[config.mk]
export PLATFORM = sky130hd
export DESIGN_NAME = mem_requester
export DESIGN_NICKNAME = d
export VERILOG_FILES = /design/src/rtl/mem_requester.sv
export SDC_FILE = /design/constraint.sdc
export NUM_CORES = 1
export LEC_CHECK = 0
export CAP_MARGIN = 0
export CORE_AREA = 2 2 161 163
export CTS_BUF_LIST = sky130_fd_sc_hd__clkbuf_8
export DETAILED_ROUTE_END_ITERATION = 10
export DIE_AREA = 0 0 163 165
export MAX_ROUTING_LAYER = met4
export PLACE_DENSITY_LB_ADDON = 0.12
export SYNTH_ARGS = -nofsm -noshare
export SYNTH_HDL_FRONTEND = slang
export SYNTH_SLANG_ARGS = --single-unit
[constraint.sdc]
create_clock -name clk -period 2.9 [get_ports clk]
set_input_delay 0.29 -clock clk [delete_from_list [all_inputs] [get_ports clk]]
set_output_delay 0.29 -clock clk [all_outputs]
set_load 0.01 [all_outputs]
[src/rtl/mem_requester.sv]
// mem_requester: valid/ready front end owning address, write and read-capture timing of a 2R1W register memory.
// Define MEM_REQUESTER_STATS_EN to add saturating rd_count/wr_count outputs.
module mem_requester #(
  parameter int DEPTH = 32,
  parameter int BITS = 64,
  localparam int AW = $clog2(DEPTH)
) (
  input  logic            clk,
  input  logic            rst_n,
  input  logic            req_valid,
  output logic            req_ready,
  input  logic            req_write,
  input  logic [AW-1:0]   req_addr_a,
  input  logic [AW-1:0]   req_addr_b,
  input  logic [BITS-1:0] req_wdata,
  output logic            rsp_valid,
  input  logic            rsp_ready,
  output logic [BITS-1:0] rsp_data_a,
  output logic [BITS-1:0] rsp_data_b,
  output logic [AW-1:0]   mem_address1,
  output logic [AW-1:0]   mem_address2,
  output logic [AW-1:0]   mem_addressw,
  output logic [BITS-1:0] mem_writeData,
  output logic            mem_writeEn,
  input  logic [BITS-1:0] mem_read1,
  input  logic [BITS-1:0] mem_read2
`ifdef MEM_REQUESTER_STATS_EN
  ,
  output logic [15:0]     rd_count,
  output logic [15:0]     wr_count
`endif
);
  localparam logic [1:0] IDLE = 2'd0, CAPTURE = 2'd1, HOLD = 2'd2;
  logic [1:0]      r_state;
  logic [AW-1:0]   r_addr_a, r_addr_b;
  logic            r_oor_a, r_oor_b;
  logic [BITS-1:0] r_hold_a, r_hold_b;
  logic            w_idle, w_busy, w_wr_acc, w_rd_acc, w_oor_a, w_oor_b;
  logic [BITS-1:0] w_cap_a, w_cap_b;
  logic [1:0]      w_next;
  assign w_idle   = rst_n && r_state == IDLE;
  assign w_busy   = r_state == CAPTURE || r_state == HOLD;
  assign w_oor_a  = int'(req_addr_a) >= DEPTH;
  assign w_oor_b  = int'(req_addr_b) >= DEPTH;
  assign w_wr_acc = w_idle && req_valid && req_write;
  assign w_rd_acc = w_idle && req_valid && !req_write;
  // out-of-range lanes read as zero rather than whatever the array aliases to
  assign w_cap_a  = r_oor_a ? '0 : mem_read1;
  assign w_cap_b  = r_oor_b ? '0 : mem_read2;
  assign w_next   = w_rd_acc ? CAPTURE : (w_busy && !rsp_ready) ? HOLD : IDLE;
  assign req_ready     = w_idle;
  assign rsp_valid     = rst_n && w_busy;
  assign mem_writeEn   = w_wr_acc && !w_oor_a;
  assign mem_addressw  = req_addr_a;
  assign mem_writeData = req_wdata;
  assign mem_address1  = r_state == IDLE ? req_addr_a : r_addr_a;
  assign mem_address2  = r_state == IDLE ? req_addr_b : r_addr_b;
  assign rsp_data_a    = !rst_n ? '0 : r_state == CAPTURE ? w_cap_a : r_state == HOLD ? r_hold_a : '0;
  assign rsp_data_b    = !rst_n ? '0 : r_state == CAPTURE ? w_cap_b : r_state == HOLD ? r_hold_b : '0;
  always_ff @(posedge clk) begin
    if (!rst_n) begin
      r_state  <= IDLE;
      r_addr_a <= '0;
      r_addr_b <= '0;
      r_oor_a  <= 1'b0;
      r_oor_b  <= 1'b0;
      r_hold_a <= '0;
      r_hold_b <= '0;
    end else begin
      r_state <= w_next;
      if (w_rd_acc) begin
        r_addr_a <= req_addr_a;
        r_addr_b <= req_addr_b;
        r_oor_a  <= w_oor_a;
        r_oor_b  <= w_oor_b;
      end
      if (r_state == CAPTURE && !rsp_ready) begin
        r_hold_a <= w_cap_a;
        r_hold_b <= w_cap_b;
      end
    end
  end
`ifdef MEM_REQUESTER_STATS_EN
  logic [15:0] r_rd_count, r_wr_count;
  assign rd_count = r_rd_count;
  assign wr_count = r_wr_count;
  always_ff @(posedge clk) begin
    if (!rst_n) begin
      r_rd_count <= '0;
      r_wr_count <= '0;
    end else begin
      if (w_rd_acc && r_rd_count != 16'hFFFF) r_rd_count <= r_rd_count + 16'd1;
      if (w_wr_acc && r_wr_count != 16'hFFFF) r_wr_count <= r_wr_count + 16'd1;
    end
  end
`endif
endmodule

# After elaboration in Yosys (flattened, before gate mapping)
# Index checks and enable logic that the tools add are counted.
word_totals:
  reg_bits: 140
  latchBits: 0
  ram_bits: 0
  romBits: 0
  output_inout_bits: 210
  memories: 0
classes:
  n_addsub: 0
  mul: 0
  n_div: 0
  magnitude_cmp: 0
  eq_ne: 2
  shift: 0
  mux: 10
  bitwise_logic: 1
  n_reduce_logical: 12
op_table:
  columns: ["operator", "n"]
  rows:
  - ["two-way mux 64 bit", 6]
  - ["two-way mux 5 bit", 2]
  - ["logical AND 1 bit", 7]
  - ["equality test 2 x 1 -> 1 bit (second input constant)", 1]
  - ["equality test 2 bit (second input constant)", 1]
  - ["zero test 1 bit", 2]
  - ["zero test 2 bit", 1]
  - ["two-way mux 2 bit", 1]
  - ["OR reduction 2 bit", 1]
  - ["logical OR 1 bit", 1]
  - ["two-way mux 1 bit", 1]
  - ["NOT 1 bit", 1]

# Depth between registers and ports, before layout
# Gate-level depths: netlist of the first run.
depth:
  ltp_word: 5
  mapped_depth: 9
  ltp_nobuf: 5

# Worst setup path after synthesis of the first run
# Ideal clock, no wire load.
synth_path:
  path_kind: "register to output"
  start: "register r_state[1]"
  end: "output port rsp_data_b[21]"
  arrival_ns: 1.468
  required_ns: 2.610
  setup_slack_ns: 1.142
  path_stages_with_launch: 10
  cell_sequence: "dfxtp_1 inv_1 ha_1 buf_4 buf_4 buf_6 buf_4 nand2_1 o21ai_0 and2_1"
synth_via:
  elab_chain_cells: 4
  elab_cells_between_ends: 5
  classes_between: "2 x eq/ne; 3 x mux"
synth_rtl:
  columns: ["item", "line", "text"]
  rows:
  - ["start: declaration", "34", "logic [1:0] r_state;"]
  - ["start signal: assignment", "70", "r_state <= w_next;"]
  - ["equality test 2 bit", "59", "assign rsp_data_b = !rst_n ? '0 : r_state == CAPTURE ? w_cap_b : r_state == HOLD ? r_hold_b : '0;"]
  - ["two-way mux 64 bit", "59", null]
  - ["two-way mux 64 bit * (2 in a row)", "59", null]
  - ["end: declaration", "19", "output logic [BITS-1:0] rsp_data_b,"]
# Every way passes the cells marked *; elsewhere a longest branch is shown, timed or not.

# Worst setup path in the final report of the first run
layout_path:
  start: "register r_state[0]"
  end: "output port rsp_data_a[11]"
layout_via:
  elab_chain_cells: 4
  elab_cells_between_ends: 5
  classes_between: "2 x eq/ne; 3 x mux"
layout_rtl:
  columns: ["item", "line", "text"]
  rows:
  - ["equality test 2 bit", "58", "assign rsp_data_a = !rst_n ? '0 : r_state == CAPTURE ? w_cap_a : r_state == HOLD ? r_hold_a : '0;"]
  - ["two-way mux 64 bit", "58", null]
  - ["two-way mux 64 bit * (2 in a row)", "58", null]
  - ["end: declaration", "18", "output logic [BITS-1:0] rsp_data_a,"]
# Marks and branches as above.

==> results_dict.tcl, run 1 <==
set metrics [dict create \
    skew_ns 0.00885 \
    cts.clk_slew.worst_paths_ns 0.09 \
    postSynthCellCount 1262 \
    dr.first_iter.drc_count 543 \
    vias_per_cell 4.63 \
    wl_per_cell_um 14.2 \
    slew_headroom_pct 64.3 \
    io_buffers 288 \
    tns_ns 0 \
    synth_edf_count 0 \
    via_count 8166 \
    cp-start-kind "flip-flop" \
    cts_tree "yes" \
    cts-root-buf "clkbuf_8" \
    clock_latency_ns 0.45 \
    cp_max_fo 41 \
    mostFrequentLayoutCells "nand2_1 (522), clkdlybuf4s50_1 (287), dfxtp_1 (140)" \
    core_area_um2 25000 \
    track_usage_pct 18.9 \
    dp_cells 1728 \
    worst_pin_slew_ns 0.536 \
    outcome "completed" \
    ir_drop_v 0.000207 \
    synth_cell_types 20 \
    worstPathArrival_ns 2.43 \
    drv_cap 0 \
    setup_violations 0 \
    cellPowerDensity_nw_per_um2 381 \
    first_global_vias 7501 \
    synth_nets 1472 \
    grt_pass1_wl_mm 39.4 \
    synthToLayoutAreaGrowth_pct 35.8 \
    postRouteAntennaNets 0 \
    grt_max_degree 72 \
    finalCritPeriodShare_pct 93.8 \
    dp_hpwl_mm 16.3 \
    slew_violations 0 \
    ys.flop_type "dfxtp_1" \
    wl_mm 25.1 \
    rsz0062_at_grt "no" \
    fin_cells 1764 \
    cts_hold_buffers 0 \
    dieHeight_um 165 \
    syn_avg_cell_area_um2 6.77 \
    hold_ws_ns 0.248 \
    cts_made_buffers 17 \
    antenna_found_initial 0 \
    dieArea_um2 26900 \
    criticalPathCategory "flip-flop to output pin" \
    synth_area_leaders "dfxtp_1 (33%), nand2_1 (23%), a21boi_1 (11%), and2_1 (9.5%), o21ai_0 (8.1%)" \
    drtPass1Iterations 5 \
    drc 0 \
    synth_top_cell_area_share_pct 32.8 \
    hp-class "input pin to flip-flop" \
    gr-total-overflow 0 \
    fin_nets 1632 \
    ys_seq_area_share_pct 32.8 \
    ys_ff_latch 140 \
    clk_path_buf_depth 2 \
    post_route_cells_drive_above_1_share_pct 4.88 \
    gp_congestion 0.744 \
    cts.htree.levels 4 \
    final_common_cell "nand2_1" \
    async_flop_share_pct 0 \
    final_hold_viol_count 0 \
    die_x_um 163 \
    required_ns 2.61 \
    fmax_mhz 368 \
    power_leakage_uw 0.00394 \
    end_kind "output pin" \
    start_util_pct 34.1 \
    synth.cell_area_um2 8540 \
    n_antenna_cell 0 \
    synth_warnings 0 \
    row_count 58 \
    ios 417 \
    synth_top_area_cell "dfxtp_1" \
    period_minus_slack_ns 2.72 \
    clock_sinks 140 \
]
## per-layer routing
metal | vias up | global-route usage [%] | wire, um
met5 | - | - | 0
met2 | 236 | 28.9 | 11300
met3 | 21 | 4.87 | 1730
met1 | 3664 | 24.9 | 11900
li1 | 4245 | - | -
met4 | 0 | 4.99 | 224
## worst paths after layout
| check | slack, ns | depth (start not counted) | startpoint | endpoint |
|---|---|---|---|---|
| setup / recovery | 0.18 | 7 | r_state[0] | rsp_data_a[11] |
| hold / removal | 0.25 | 2 | rst_n | r_hold_b[63] |
| setup reg to reg | 0.86 | 7 | r_state[1] | r_hold_a[28] |
| hold reg to reg | 0.45 | 2 | r_hold_b[20] | r_hold_b[20] |
## synth_stat cells, types with 3 or more instances
cell,n
o21ai_0,138
clkbuf_1,54
nand2_1,522
nand3_1,10
ha_1,3
buf_2,27
a21boi_0,8
and2_1,130
buf_6,11
a21boi_1,120
buf_4,79
dfxtp_1,140
mux2_2,10
## cells by family after synthesis
kind of cell | Yosys count | synth area share [%]
multiplexers | 10 | 1.32
adder cells (fa/ha/maj) | 3 | 0.439
buffers and inverters | 175 | 12.5
flip-flops | 140 | 32.8
AO/OA/AOI/OAI | 266 | 19.3
AND/OR/NAND/NOR | 668 | 33.6
## worst max-delay path: stages (launching register included)
cell and delay [ns]:
dfxtp_1 0.34, inv_1 0.12, ha_4 0.23, buf_12 0.24, nand2_1 0.07, o21ai_0 0.28, and2_1 0.17, clkdlybuf4s50_1 0.53
## sequential cells by signal (all words and copies together), names as in the netlist
| register | cells |
|---|---|
| r_addr_a | 5 |
| r_addr_b | 5 |
| r_hold_a | 64 |
| r_hold_b | 64 |
| r_state | 2 |
## layout make-up
class,count,area [um2]
flip-flops and latches,140,2800
clock inverters,14,196
well taps,330,413
multi-input cells,947,4700
inverters,2,7.51
clock buffers,17,234
repair buffers,314,3240
fillers,2593,13400
## report_power, final
group | internal (uW) | leakage (uW) | total (uW) | switching, uW
clock network | 940 | 0.000220 | 1760 | 819
registers | 1960 | 0.00113 | 1980 | 20.7
logic | 377 | 0.00259 | 676 | 299
total | 3280 | 0.00394 | 4420 | 1140
## what timing repair did
item                                   CTS  global route
setup endpoints to repair                8            18
endpoints found under the hold margin    0             0
setup buffers                            2             3
pin swaps                                1             0
resized for setup                        0             1
## stage by stage
stage	area, um2	power [uW]	util [%]	worst slack [ns]
after floorplan	8540	2410	-	1.14
after global placement	11100	2710	44.4	0.472
after detailed placement	11100	2710	44.4	0.429
after CTS	11600	4500	46.2	0.0244
after global routing	11600	4650	46.3	0.0188
final	11600	4420	46.3	0.179
Power figures use the tool's default switching activity.
==> run 2: changes to the inputs <==
--- a/config.mk
+++ b/config.mk
@@ -5,6 +5,7 @@
 export SDC_FILE = /design/constraint.sdc
 export NUM_CORES = 1
 export LEC_CHECK = 0
+export ABC_AREA = 1
 export CAP_MARGIN = 0
 export CORE_AREA = 2 2 161 163
 export CTS_BUF_LIST = sky130_fd_sc_hd__clkbuf_8
==> run 2 against run 1 <==
  * Flip-flop and latch count unchanged
  * Clock power down 5%
  * Non-clock buffer count is 9 lower
  * Final cell count fell by 7.0%
  * Combinational power rose by 14%
  * First-iteration DRC count is 5.3% higher
  * Clock skew increased by 0.0015 ns
  * Sequential power rose by 2%
  * Synthesized cell count decreased by 9.3%
  * Maximum frequency up 3.3%
  * Global-route usage down 0.36 points
  * Final area shrank 9.1%
  * Critical path type unchanged
  * Highest routed layer unchanged
==> results_dict.tcl, run 2 <==
set metrics [dict create \
    outcome "completed" \
    syn_avg_cell_area_um2 6.54 \
    first_global_vias 7524 \
    cts_tree "yes" \
    via_count 7884 \
    synth_warnings 0 \
    drv_cap 0 \
    clock_latency_ns 0.44 \
    power_leakage_uw 0.00403 \
    synth_area_leaders "dfxtp_1 (37%), nor2_1 (20%), o21ai_0 (15%), a21oi_1 (8.7%), buf_4 (7.3%)" \
    holdPathStages 3 \
    cts_setup_buffers 0 \
    cellPowerDensity_nw_per_um2 424 \
    criticalPathCategory "flip-flop to output pin" \
    die_x_um 163 \
    ys.flop_type "dfxtp_1" \
    grt_pass1_wl_mm 39.3 \
    clock_sinks 140 \
    core_area_um2 25000 \
    cts_made_buffers 17 \
    slew_headroom_pct 60.2 \
    dp_hpwl_mm 15.1 \
    rsz0062_at_grt "no" \
    cts.clk_slew.worst_paths_ns 0.09 \
    async_flop_share_pct 0 \
    reg2regPathDepth 7 \
    r2r_end "r_addr_a[1]" \
    r2r_start "r_state[0]" \
    ir_drop_v 0.000250 \
    antenna_found_initial 0 \
    synth_top_cell_area_share_pct 37.4 \
    drtPass1Iterations 5 \
    crit_chain "inv_1 > ha_1 > mux2_2 > clkdlybuf4s50_1" \
    ys_top_cells_by_count "nor2_1 (393), o21ai_0 (217), dfxtp_1 (140), a21oi_1 (130), buf_4 (73)" \
    clk_path_buf_depth 2 \
    holdCritStartpoint "rst_n" \
    fin_nets 1508 \
    hp-class "input pin to flip-flop" \
    synth_top_area_cell "dfxtp_1" \
    synth_cell_types 17 \
    synthMostInstantiatedCell "nor2_1" \
    start_util_pct 29.9 \
    wl_mm 25.1 \
    synth.cell_area_um2 7490 \
    ctsResizeCount 0 \
    path_delay_family "buffers and inverters" \
    cp_slowest_cell "ha_1" \
    tns_ns 0 \
    setup_violations 0 \
    dr.first_iter.drc_count 572 \
    ys_seq_area_share_pct 37.4 \
    worstPathArrival_ns 2.34 \
    wl_per_cell_um 15.3 \
    hold_ws_ns 0.259 \
    vias_per_cell 4.81 \
    final_hold_viol_count 0 \
    grt_max_degree 71 \
    cts-root-buf "clkbuf_8" \
    worstHoldEndpoint "r_addr_b[4]" \
    row_count 58 \
    required_ns 2.61 \
    ys_ff_latch 140 \
    cp-start-kind "flip-flop" \
    io_buffers 288 \
    n_antenna_cell 0 \
    drc 0 \
    synth_nets 1355 \
    final_common_cell "nor2_1" \
    top_regs "r_hold_a: 64 flops, r_hold_b: 64 flops" \
    ios 417 \
    dp_cells 1609 \
    gp_congestion 0.740 \
    slowest_delay_ns 0.55 \
    total_power_uw 4470 \
    fin_util_pct 42.1 \
    mostFrequentLayoutCells "nor2_1 (393), clkdlybuf4s50_1 (287), o21ai_0 (217)" \
    post_route_cells_drive_above_1_share_pct 4.58 \
    gr-total-overflow 0 \
    r2r_setup_slack_ns 1.07 \
    path_buf_inv 2 \
    cp_max_fo 14 \
    synth_edf_count 0 \
    fill_cells 2641 \
    cts.htree.levels 4 \
    finalCritPeriodShare_pct 90.8 \
    postSynthCellCount 1145 \
    dieArea_um2 26900 \
    synthToLayoutAreaGrowth_pct 40.9 \
    fin_cells 1640 \
    postRouteAntennaNets 0 \
    dieHeight_um 165 \
    period_minus_slack_ns 2.63 \
    slew_violations 0 \
    end_kind "output pin" \
    cts_hold_buffers 0 \
    worst_pin_slew_ns 0.597 \
    track_usage_pct 18.6 \
    skew_ns 0.0104 \
    fmax_mhz 380 \
]
## run 2: changes by cell type in the layout (fill, tap and decap cells not counted), sizes merged, moves of 2 or more
cell      before  now
clkinv         4    2
buf           27   18
a21boi       128    0
and2         130    0
nand2        522   21
nor2           0  394
and3b          2    0
a21oi          0  130
inv            7   15
mux2          10    8
o21ai        138  256
clkinvlp       1    4
## run 2: kinds of logic (layout without fill, tap and decap cells)
family | Yosys count | count (layout) | share of synthesized area, %
simple gates | 427 | 427 | 21.7
compound gates | 386 | 386 | 25.8
buf+inv | 181 | 346 | 13.4
flops | 140 | 140 | 37.4
mux | 8 | 8 | 1.20
fa+ha+maj | 3 | 3 | 0.501
## run 2: worst reg2reg max path, cell delays in order (launching register included)
cell and delay [ns]:
dfxtp_1 0.34, inv_1 0.12, ha_1 0.55, nand2_1 0.14, nor2_1 0.18, nand2_1 0.22
nand3_1 0.12, nand2_1 0.05
## run 2: layout make-up
type	instances	area (um2)	area share (%)
Multi-Input combinational cell	824	3710	35.2
Timing Repair Buffer	305	3170	30.1
Sequential cell	140	2800	26.6
Tap cell	330	413	3.92
Clock buffer	17	234	2.22
Clock inverter	14	171	1.63
Inverter	10	41.3	0.392
## run 2: worst max-delay path by stage
stage,from,end,slack [ns],cells past startpoint
floorplan,r_state[1],rsp_data_b[43],1.29,7
global placement,r_state[0],mem_address1[2],0.72,4
detailed placement,r_state[0],mem_address1[3],0.72,4
CTS,r_state[0],mem_address1[3],0.20,4
global route,r_state[0],mem_writeEn,0.09,5
finish,r_state[0],mem_address1[3],0.27,4
## run 2: power breakdown
part	switching [uW]	internal [uW]
Combinational	368	405
Clock	824	852
Sequential	32.8	1990
## run 2: metal layers
metal / up-vias / share of wire, % / global-route usage, % / routed length (um)
met2: 295 / 44 / 28.8 / 11000
met5: - / 0 / - / 0
li1: 4004 / - / - / -
met3: 15 / 8.1 / 5.60 / 2020
met4: 0 / 0.80 / 3.78 / 201
met1: 3570 / 47 / 24.0 / 11800
## run 2: per-stage QoR
| step | setup slack, ns | cell area (um2) |
|---|---|---|
| final | 0.267 | 10500 |
| after global routing | 0.0894 | 10500 |
| after CTS | 0.204 | 10500 |
| after detailed placement | 0.716 | 10100 |
| after global placement | 0.723 | 10100 |
| after floorplan | 1.29 | 7490 |
